### src/rtl/spike_rr_scheduler.sv
// spike_rr_scheduler: N-way round-robin arbiter that shares one registered spike-packet channel.
// Define ARB_GRANT_CNT_EN to add saturating per-requester packet-grant counters on grant_cnt.
module spike_rr_scheduler #(
  parameter int unsigned N       = 4,
  parameter int unsigned WIDTH   = 8,
  parameter int unsigned PKT_LEN = 1,
  parameter int unsigned CNT_W   = 16,
  localparam int unsigned SRC_W  = $clog2(N)
) (
  input  logic               clk,
  input  logic               rst_n,
  input  logic [N-1:0]       in_valid,
  input  logic [N*WIDTH-1:0] in_data,
  output logic [N-1:0]       in_ready,
  output logic               out_valid,
  output logic [WIDTH-1:0]   out_data,
  output logic [SRC_W-1:0]   out_src,
  output logic               out_last,
  input  logic               out_ready
`ifdef ARB_GRANT_CNT_EN
  ,
  output logic [N*CNT_W-1:0] grant_cnt
`endif
);

  localparam int unsigned BEAT_W = (PKT_LEN > 1) ? $clog2(PKT_LEN) : 1;

  typedef enum logic {IDLE, LOCKED} state_t;

  state_t            state, stateNext;
  logic [BEAT_W-1:0] beatCnt, beatCntNext;
  logic [SRC_W-1:0]  rrPtr, rrPtrNext;
  logic [SRC_W-1:0]  scanIdx, rrIdx, srcIdx;
  logic              rrFound, grantOk, loadEn, xfer, firstBeat;
  logic [N-1:0]      sel;
  logic [WIDTH-1:0]  beatData [N];
  logic              outValidNext, outLastNext;
  logic [WIDTH-1:0]  outDataNext;
  logic [SRC_W-1:0]  outSrcNext;

  if (N < 2 || PKT_LEN == 0 || CNT_W == 0) begin : gBadParam
    $error("spike_rr_scheduler: N must be >= 2, PKT_LEN and CNT_W must be nonzero");
  end

  for (genvar i = 0; i < N; i++) begin : gUnpack
    assign beatData[i] = in_data[i*WIDTH +: WIDTH];
  end

  // Round-robin scan starting just after the most recent packet winner
  always_comb begin
    rrFound = 1'b0;
    rrIdx   = rrPtr;
    scanIdx = '0;
    for (int unsigned k = 1; k <= N; k++) begin
      scanIdx = SRC_W'((32'(rrPtr) + k) % N);
      if (!rrFound && in_valid[scanIdx]) begin
        rrFound = 1'b1;
        rrIdx   = scanIdx;
      end
    end
  end

  // While locked, rrPtr already names the packet owner
  assign loadEn    = !out_valid || out_ready;
  assign srcIdx    = (state == LOCKED) ? rrPtr : rrIdx;
  assign grantOk   = (state == LOCKED) || rrFound;
  assign sel       = grantOk ? (N'(1) << srcIdx) : '0;
  assign in_ready  = loadEn ? sel : '0;
  assign xfer      = |(in_ready & in_valid);
  assign firstBeat = xfer && (state == IDLE);

  always_comb begin
    stateNext    = state;
    beatCntNext  = beatCnt;
    rrPtrNext    = rrPtr;
    outValidNext = out_valid;
    outDataNext  = out_data;
    outSrcNext   = out_src;
    outLastNext  = out_last;
    if (loadEn) begin
      outValidNext = xfer;
      if (xfer) begin
        outDataNext = beatData[srcIdx];
        outSrcNext  = srcIdx;
        unique case (state)
          IDLE: begin
            rrPtrNext = srcIdx;
            if (PKT_LEN == 1) begin
              outLastNext = 1'b1;
            end else begin
              outLastNext = 1'b0;
              beatCntNext = BEAT_W'(1);
              stateNext   = LOCKED;
            end
          end
          LOCKED: begin
            if (beatCnt == BEAT_W'(PKT_LEN - 1)) begin
              outLastNext = 1'b1;
              beatCntNext = '0;
              stateNext   = IDLE;
            end else begin
              outLastNext = 1'b0;
              beatCntNext = beatCnt + BEAT_W'(1);
            end
          end
          default: stateNext = IDLE;
        endcase
      end
    end
  end

  always_ff @(posedge clk or negedge rst_n) begin
    if (!rst_n) begin
      state     <= IDLE;
      beatCnt   <= '0;
      rrPtr     <= SRC_W'(N - 1);
      out_valid <= 1'b0;
      out_data  <= '0;
      out_src   <= '0;
      out_last  <= 1'b0;
    end else begin
      state     <= stateNext;
      beatCnt   <= beatCntNext;
      rrPtr     <= rrPtrNext;
      out_valid <= outValidNext;
      out_data  <= outDataNext;
      out_src   <= outSrcNext;
      out_last  <= outLastNext;
    end
  end

`ifdef ARB_GRANT_CNT_EN
  logic [CNT_W-1:0] grantCnt [N];

  // Packet-grant counters saturate rather than wrap
  always_ff @(posedge clk or negedge rst_n) begin
    if (!rst_n) begin
      for (int i = 0; i < int'(N); i++) grantCnt[i] <= '0;
    end else if (firstBeat && (grantCnt[srcIdx] != '1)) begin
      grantCnt[srcIdx] <= grantCnt[srcIdx] + CNT_W'(1);
    end
  end

  for (genvar i = 0; i < N; i++) begin : gGrantOut
    assign grant_cnt[i*CNT_W +: CNT_W] = grantCnt[i];
  end
`endif

endmodule

### config.mk
export PLATFORM = sky130hd
export DESIGN_NAME = spike_rr_scheduler
export DESIGN_NICKNAME = d
export VERILOG_FILES = /design/src/rtl/spike_rr_scheduler.sv
export SDC_FILE = /design/constraint.sdc
export NUM_CORES = 1
export LEC_CHECK = 0
export CAP_MARGIN = 20
export CORE_MARGIN = 1.5
export CORE_UTILIZATION = 35
export DETAILED_ROUTE_END_ITERATION = 7
export PLACE_DENSITY = 0.76
export SLEW_MARGIN = 0
export SYNTH_ARGS = -nofsm -noshare
export SYNTH_HDL_FRONTEND = slang
export SYNTH_SLANG_ARGS = --single-unit
### constraint.sdc
create_clock -name clk -period 2.3 [get_ports clk]
set_clock_uncertainty 0.15 [all_clocks]
set_input_delay 0.23 -clock clk [delete_from_list [all_inputs] [get_ports clk]]
set_output_delay 0.23 -clock clk [all_outputs]
set_load 0.02 [all_outputs]
* Yosys cells after proc, flatten, opt, wreduce, memory -nomap -nowiden *
Cells that the tools add are included.

operators by class
  add/sub/neg operators = 5
  $mul = 0
  divide/modulo/power cells = 0
  order comparisons = 5
  eq/ne operators = 0
  shift operators = 1
  muxes and demuxes = 28
  bitwise gates (word level) = 3
  reductions and logical operators = 13

operators with widths
  operator                                                  number
  binary-select mux 8 bit (select 2 bit)                    1
  two-way mux 8 bit                                         2
  < comparator 2 x 3 -> 1 bit, second input constant        4
  two-way mux 1 bit                                         12
  two-way mux 2 bit                                         5
  binary-select mux 1 bit (select 2 bit)                    4
  two-way mux 4 bit                                         2
  AND reduction 3 bit                                       2
  adder 2 x 1 -> 2 bit, second input constant               2
  adder 2 bit, second input constant                        2
  AND 4 bit                                                 1
  zero test 1 bit                                           4
  case mux 1 bit (2 select lines)                           2
  OR reduction 4 bit                                        1
  << shifter 1 x 2 -> 4 bit, first input constant           1
  greater-or-equal comparator 3 bit, second input constant  1
  logical AND 1 bit                                         3
  inverter 2 -> 3 bit                                       1
  logical OR 1 bit                                          2
  AND reduction 2 bit                                       1
  adder 1 bit, second input constant                        1
  inverter 1 bit                                            1

word-level totals
  register bits = 16
  bits in latches = 0
  bits in writable memories = 0
  ROM bits = 0
  input bits = 39
  memories = 0

* Depth between registers and ports, before layout *
Gate-level depths: netlist of run 1.

  word-level depth = 20
  depth in mapped cells = 7
  mapped depth without buffers = 5

* Worst setup path after synthesis of run 1 *
No wires, ideal clock.

  path kind = flip-flop to output port
  start = register rrPtr[1]
  end = output in_ready[3]
  arrival time = 1761 ps
  required time = 1920 ps
  setup slack = 159 ps
  cell stages (with the launch flop) = 7
  path buffers = 3
  cells stage by stage = dfstp_2 -> buf_6 -> mux2i_1 -> a221oi_2 -> buf_6 -> buf_12 -> nor3_1

on the way
  word-level cells in the longest chain between the ends = 17

RTL lines
  what                                     line  source
  start: declaration                       32    logic [SRC_W-1:0] rrPtr, rrPtrNext;
  start signal: assignment                 116   rrPtr <= SRC_W'(N - 1);
  start signal: assignment                 124   rrPtr <= rrPtrNext;
  adder 2 x 1 -> 2 bit                     55    scanIdx = SRC_W'((32'(rrPtr) + k) % N);
  binary-select mux 1 bit (select 2 bit)   56    if (!rrFound && in_valid[scanIdx]) begin
  two-way mux 1 bit (not written as such)  56
  two-way mux 1 bit                        56
  zero test 1 bit                          56
  logical AND 1 bit                        56
  two-way mux 1 bit                        56
  zero test 1 bit                          56
  logical AND 1 bit                        56
  two-way mux 1 bit                        56
  zero test 1 bit                          56
  logical AND 1 bit                        56
  two-way mux 2 bit                        56
  two-way mux 2 bit                        65    assign srcIdx = (state == LOCKED) ? rrPtr : rrIdx;
  << shifter 1 x 2 -> 4 bit                67    assign sel = grantOk ? (N'(1) << srcIdx) : '0;
  two-way mux 4 bit (*)                    67
  two-way mux 4 bit (*)                    68    assign in_ready = loadEn ? sel : '0;
  end: declaration                         14    output logic [N-1:0] in_ready,

Mark *: on every way between the ends. The rest lies on a longest branch, timed or not. The select of a mux whose other input is x is not followed.

* Final worst setup path of run 1 *
  start = register rrPtr[1]
  end = output in_ready[1]

The elaborated chain is that of the path after synthesis.

==> impl_metrics.csv, run 1 <==
group,metric,value,unit
status,status,"finished clean",
logic_synthesis,synthCells,81,
sta,postLayoutSetupSlackWorst,0.0946,ns
worst_setup_path,cp_max_fo,5,
finish,nFillCells,205,
worst_setup_path,start_kind,"flip-flop",
global_route,grt_max_degree,19,
sta,rsz0062_at_grt,"no",
detailed_routing,drt_iter0_markers,7,
logic_synthesis,synth_seq_area_share,39.0,%
cts,clk_pin_slew,0.09,ns
worst_setup_path,slowest_stage,"dfstp_2",
power_and_ir_drop,power,1.25,mW
finish,final_cell_count_no_fill,180,
cts,holdBufCountCts,0,
logic_synthesis,muxShareOfSynthArea,19.9,%
cts,cts.htree.levels,1,
sta,hold_violations,0,
finish,final_util,64.2,%
cts,cts.path.max_buffers,2,
detailed_routing,wl_per_cell,14.7,um
finish,drive_gt1_share,22.0,%
power_and_ir_drop,p_leak,0.685,nW
finish,syn2layout_area_growth,73.9,%
floorplan,dieWidth,53.9,um
placed_design,place_area,1550,um2
sta,worst_pin_slew,0.656,ns
floorplan,die_area,2900,um2
global_route,overflow,0,
worst_hold_path,min_path_type,"primary input to asynchronous set/reset pin",
finish,n_antenna_cell,0,
worst_setup_path,critPathLaunch,"rrPtr[1]$_DFFE_PN1P_",
logic_synthesis,synth_compound_area_share,25.7,%
worst_setup_path,timing.critical_path.buf_inv,2,
sta,hold_slack,0.197,ns
detailed_routing,vias_per_cell,5.19,
finish,final_area,1580,um2
sta,setup_viol,0,
detailed_routing,routed_wl,2650,um
cts,clock_latency,0.28,ns
worst_setup_path,worstPathRequired,1.92,ns
worst_setup_path,timing.rr.start,"rrPtr[1]$_DFFE_PN1P_",
cts,cts_tree,"built",
power_and_ir_drop,peakVddDrop,0.547,mV
cts,root_buffer,"clkbuf_4",
logic_synthesis,synthAdderAreaFrac,0,%
flow_run,drv_cap,0,
global_route,grt_pass1_wl,4290,um
detailed_routing,drc,0,
sta,period_minus_slack,2.21,ns
placed_design,port_buffers,54,
worst_setup_path,path_cells,"nand2_1 > a31o_2 > a21o_4 > buf_4 > nand2_1 > nor2_1 > buf_4",
logic_synthesis,synth_top_family_by_area,"compound AO/OA/AOI/OAI gates",
placed_design,dp_hpwl,2130,um
sta,final.period_utilization,95.9,%
detailed_routing,ant_nets,0,
global_route,antenna_found_initial,0,
floorplan,fp-row-count,18,
worst_setup_path,critPathKind,"flip-flop to output port",
logic_synthesis,yosysWarnings,0,
global_route,grt_usage,20.8,%
finish,nNetsFinal,190,
sta,timing.slew.headroom,56.1,%
sta,fin_tns_setup,0,ns
detailed_routing,route.vias.total,935,
floorplan,die_h,53.9,um
floorplan,coreArea,2450,um2
placed_design,dp_slack,-0.247,ns
worst_setup_path,cp-end-kind,"output port",
logic_synthesis,syn-num-nets,120,
placed_design,dp_cells,176,
worst_setup_path,crit_arrival,1.83,ns
sta,drv_slew,0,
logic_synthesis,ys_seq_elements,14,
floorplan,ios,55,
sta,max_freq,0.453,GHz
worst_setup_path,slowest_delay,0.60,ns
worst_setup_path,cp_top_family,"flip-flops",
placed_design,gp_congestion,0.712,
floorplan,initial_utilization,36.9,%
logic_synthesis,synth_area,906,um2
detailed_routing,firstDrtPassIters,4,
cts,cts_buffers,3,
logic_synthesis,netlist-cell-type-count,24,
power_and_ir_drop,power.density,791,nW/um2
logic_synthesis,yosys.area_share.xor_xnor,0,%
cts,cts.sinks,14,
logic_synthesis,avgSynthCellArea,11.2,um2
global_route,grt_pass1_vias,996,
logic_synthesis,synthSimpleGateAreaFrac,7.46,%
synth_stat cells:
cell type | n | area (um2)
a31oi_1 | 8 | 50.1
a21oi_2 | 1 | 8.76
a22o_1 | 1 | 8.76
buf_12 | 1 | 20.0
a31o_2 | 1 | 8.76
nand2b_1 | 2 | 12.5
inv_1 | 2 | 7.51
a221oi_2 | 1 | 15.0
a211oi_2 | 1 | 12.5
nor3b_1 | 1 | 7.51
a21boi_0 | 1 | 7.51
o21a_1 | 1 | 7.51
nand2_1 | 5 | 18.8
a221o_2 | 1 | 11.3
a21o_2 | 2 | 17.5
dfrtp_1 | 12 | 300
buf_6 | 4 | 45.0
nor3_1 | 3 | 15.0
nor4_1 | 1 | 6.26
a21o_1 | 2 | 15.0
dfstp_2 | 2 | 52.6
mux2i_1 | 18 | 180
nor2_1 | 2 | 7.51
o2bb2ai_1 | 8 | 70.1
worst paths after layout:
kind	endpoint	slack (ns)	depth (start not counted)
max	in_ready[1]	0.09	7
min reg2reg	out_last$_DFFE_PN0P_	0.32	1
min	out_data[7]$_DFFE_PN0P_	0.20	1
max in group asynchronous	out_data[4]$_DFFE_PN0P_	1.39	1
max reg2reg	out_data[2]$_DFFE_PN0P_	0.12	7
min in group clk	out_last$_DFFE_PN0P_	0.32	1
routing by layer:
layer | track usage, % | vias up | wire [um]
met3 | 3.61 | 4 | 143
met1 | 22.2 | 444 | 1050
li1 | - | 454 | -
met4 | 8.97 | 0 | 34
met2 | 39.4 | 33 | 1420
met5 | 0 | - | 0
layout make-up:
type	count	area [um2]	area share (%)
clock buffers	4	36.3	2.30
inverters	2	7.51	0.477
multi-input cells	60	498	31.6
flip-flops and latches	14	353	22.4
well taps	30	37.5	2.38
repair buffers	70	643	40.8
worst register-to-register path, delay by kind of cell, from the launching register on:
kind,cells,cell delay [ns]
muxes,2,0.32
buffers and inverters,2,0.42
AOI/OAI and AO/OA,3,0.57
DFF,1,0.60
timing repair:
item | CTS | global route
setup buffers | 0 | 0
endpoints found under the setup margin | 4 | 1
resized for setup | 18 | 2
kinds of logic after synthesis:
kind of cell,after synthesis
flops,14
mux,18
compound gates,28
simple gates,14
buf+inv,7
power breakdown:
part	internal [mW]	switching (mW)
Sequential	0.322	0.0494
Combinational	0.375	0.321
Clock	0.0963	0.0828
Total	0.793	0.453
state kept, by name, indices dropped and copies added, names as in the netlist:
signal,flops
out_data,8
rrPtr,2
out_last,1
out_valid,1
out_src,2
cells in the final DEF, fill, tap and decap left out, types with 2 or more instances in the layout:
master,Yosys,final
nand2_1,5,5
dfrtp_1,12,12
a31oi_1,8,8
buf_4,0,17
mux2i_1,18,18
nand2b_1,2,2
clkdlybuf4s50_1,0,50
nor2_1,2,2
dfstp_2,2,2
o2bb2ai_1,8,8
a21o_1,2,2
buf_2,0,3
clkbuf_4,0,3
nor3_1,3,3
inv_1,2,2
Power figures use the tool's default switching activity.
==> inputs of run 2 (changes only) <==
--- a/config.mk
+++ b/config.mk
@@ -7,9 +7,9 @@
 export LEC_CHECK = 0
 export CAP_MARGIN = 20
 export CORE_MARGIN = 1.5
-export CORE_UTILIZATION = 35
+export CORE_UTILIZATION = 33
 export DETAILED_ROUTE_END_ITERATION = 7
-export PLACE_DENSITY = 0.76
+export PLACE_DENSITY = 0.75
 export SLEW_MARGIN = 0
 export SYNTH_ARGS = -nofsm -noshare
 export SYNTH_HDL_FRONTEND = slang
==> constraint.sdc (replaced) <==
create_clock -name clk -period 1.8 [get_ports clk]
set_clock_uncertainty 0.15 [all_clocks]
set_input_delay 0.18 -clock clk [delete_from_list [all_inputs] [get_ports clk]]
set_output_delay 0.18 -clock clk [all_outputs]
set_load 0.02 [all_outputs]
==> impl_metrics.csv, run 2 (same netlist as run 1, synthesis figures left out) <==
group,metric,value,unit
worst_setup_path,cp_max_fo,5,
worst_setup_path,timing.critical_path.buf_inv,3,
power_and_ir_drop,power,1.71,mW
flow_run,drv_cap,0,
power_and_ir_drop,p_leak,0.758,nW
finish,largest_reg_flops,8,
cts,cts.path.max_buffers,2,
worst_setup_path,worstPathRequired,1.47,ns
placed_design,dp_hpwl,1920,um
finish,syn2layout_area_growth,91.0,%
floorplan,die_h,55.4,um
sta,period_minus_slack,2.15,ns
detailed_routing,drt_iter0_markers,20,
detailed_routing,drc,0,
global_route,grt_pass1_vias,1013,
sta,setup_viol,14,
worst_setup_path,slowest_stage,"dfstp_2",
global_route,grt_pass1_wl,4300,um
sta,final.period_utilization,119,%
cts,cts_buffers,3,
worst_setup_path,cp_top_family,"flip-flops",
cts,clk_pin_slew,0.09,ns
worst_setup_path,critPathKind,"flip-flop to output port",
worst_setup_path,path_cells,"mux2i_2 > buf_4 > a221oi_4 > buf_4 > nor3_4 > buf_6",
finish,regMostFlops,"out_data",
detailed_routing,wl_per_cell,13.7,um
cts,cts_tree,"built",
cts,cts.htree.levels,1,
sta,max_freq,0.466,GHz
power_and_ir_drop,peakVddDrop,0.767,mV
status,status,"finished, violations left",
cts,cts.sinks,14,
placed_design,gp_congestion,0.835,
finish,final_util,68.0,%
floorplan,ios,55,
finish,layout_common_cells,"48 x clkdlybuf4s50_1, 23 x buf_4, 17 x mux2i_1",
worst_setup_path,start_kind,"flip-flop",
finish,drive_gt1_share,32.3,%
sta,drv_slew,0,
global_route,grt_usage,17.4,%
detailed_routing,routed_wl,2580,um
placed_design,port_buffers,54,
global_route,antenna_found_initial,0,
floorplan,fp-row-count,18,
sta,timing.slew.headroom,79.6,%
power_and_ir_drop,power.density,989,nW/um2
worst_hold_path,min_path_type,"primary input to asynchronous set/reset pin",
floorplan,initial_utilization,35.6,%
detailed_routing,vias_per_cell,5.20,
floorplan,dieWidth,55.4,um
floorplan,coreArea,2540,um2
floorplan,die_area,3070,um2
worst_setup_path,cp-end-kind,"output port",
worst_setup_path,crit_top_cell,"buf_4",
worst_setup_path,r2r_slack,-0.29,ns
status,failed_checks,"negative setup slack",
worst_setup_path,worst_r2r_endpoint,"out_data[5]$_DFFE_PN0P_",
finish,nNetsFinal,198,
worst_setup_path,reg2reg_depth,7,
global_route,grt_max_degree,19,
finish,reg.largest.list,"out_data: 8 flops, out_src: 2 flops, rrPtr: 2 flops",
global_route,overflow,0,
worst_setup_path,slowest_delay,0.61,ns
cts,root_buffer,"clkbuf_4",
detailed_routing,ant_nets,0,
sta,postLayoutSetupSlackWorst,-0.345,ns
sta,rsz0062_at_grt,"yes",
detailed_routing,firstDrtPassIters,4,
worst_setup_path,timing.rr.start,"rrPtr[1]$_DFFE_PN1P_",
worst_setup_path,crit_arrival,1.82,ns
cts,clock_latency,0.27,ns
finish,final_common_cell,"clkdlybuf4s50_1",
finish,n_antenna_cell,0,
sta,hold_violations,0,
sta,worst_pin_slew,0.306,ns
detailed_routing,route.vias.total,977,
==> run 2: cell count changes in the layout (fill, tap and decap cells not counted), sizes merged <==
cell | previous run | this run
buf | 20 | 28
clkdlybuf4s50 | 50 | 48
dlymetal6s2s | 0 | 2
==> run 2: worst max-delay path by stage <==
stage,startpoint,end,slack [ns],depth (start not counted)
2_1_floorplan,rrPtr[1]$_DFFE_PN1P_,in_ready[3],-0.03,6
3_3_place_gp,in_valid[3],in_ready[3],-0.63,6
3_5_place_dp,in_valid[3],in_ready[2],-0.65,6
4_1_cts,rrPtr[1]$_DFFE_PN1P_,in_ready[3],-0.33,6
5_1_grt,rrPtr[1]$_DFFE_PN1P_,in_ready[3],-0.42,6
6_report,rrPtr[1]$_DFFE_PN1P_,in_ready[3],-0.35,6
==> run 2: layer usage <==
layer | global-route usage [%] | up-vias | part of all wire (%)
met1 | 17.9 | 469 | 40
met5 | 0 | - | 0
met3 | 5.62 | 2 | 7.7
met4 | 4.18 | 0 | 0.50
li1 | - | 472 | -
met2 | 33.5 | 34 | 52
==> run 2: stage by stage <==
step,hold slack [ns],worst slack [ns],TNS [ns],cells,cell area (um2)
floorplan,-0.266,-0.0320,-0.112,81,935
global placement,0.303,-0.627,-8.52,176,1580
detailed placement,0.301,-0.654,-8.90,176,1580
CTS,0.0585,-0.328,-3.60,182,1670
global route,0.0637,-0.416,-4.52,188,1730
finish,0.0520,-0.345,-3.27,188,1730
==> run 2: final cells by class <==
type / count / area [um2]
fill: 219 / 815
multi-input combinational: 60 / 553
sequential: 14 / 353
timing repair buffer: 78 / 743
inverter: 2 / 7.51
clock buffer: 4 / 36.3
tap: 30 / 37.5
==> run 2: worst reg2reg max path: cells and delay by family, from the launching register on <==
family	cells	cell delay, ns
DFF	1	0.61
AOI/OAI and AO/OA	3	0.54
buffers and inverters	2	0.36
muxes	2	0.31
==> run 2: timing repair <==
item                       4_1_cts  5_1_grt
cloned                           0        0
resized for setup               30        7
setup endpoints to repair       16       16
pin swaps                        4        8
hold endpoints to repair         0        0
hold buffers                     0        0
buffers inserted                 2        6
==> run 2: power by group <==
part           internal [mW]  switching [mW]
clock                  0.123          0.0996
sequential             0.411          0.0602
combinational          0.570           0.447
total                   1.10           0.607
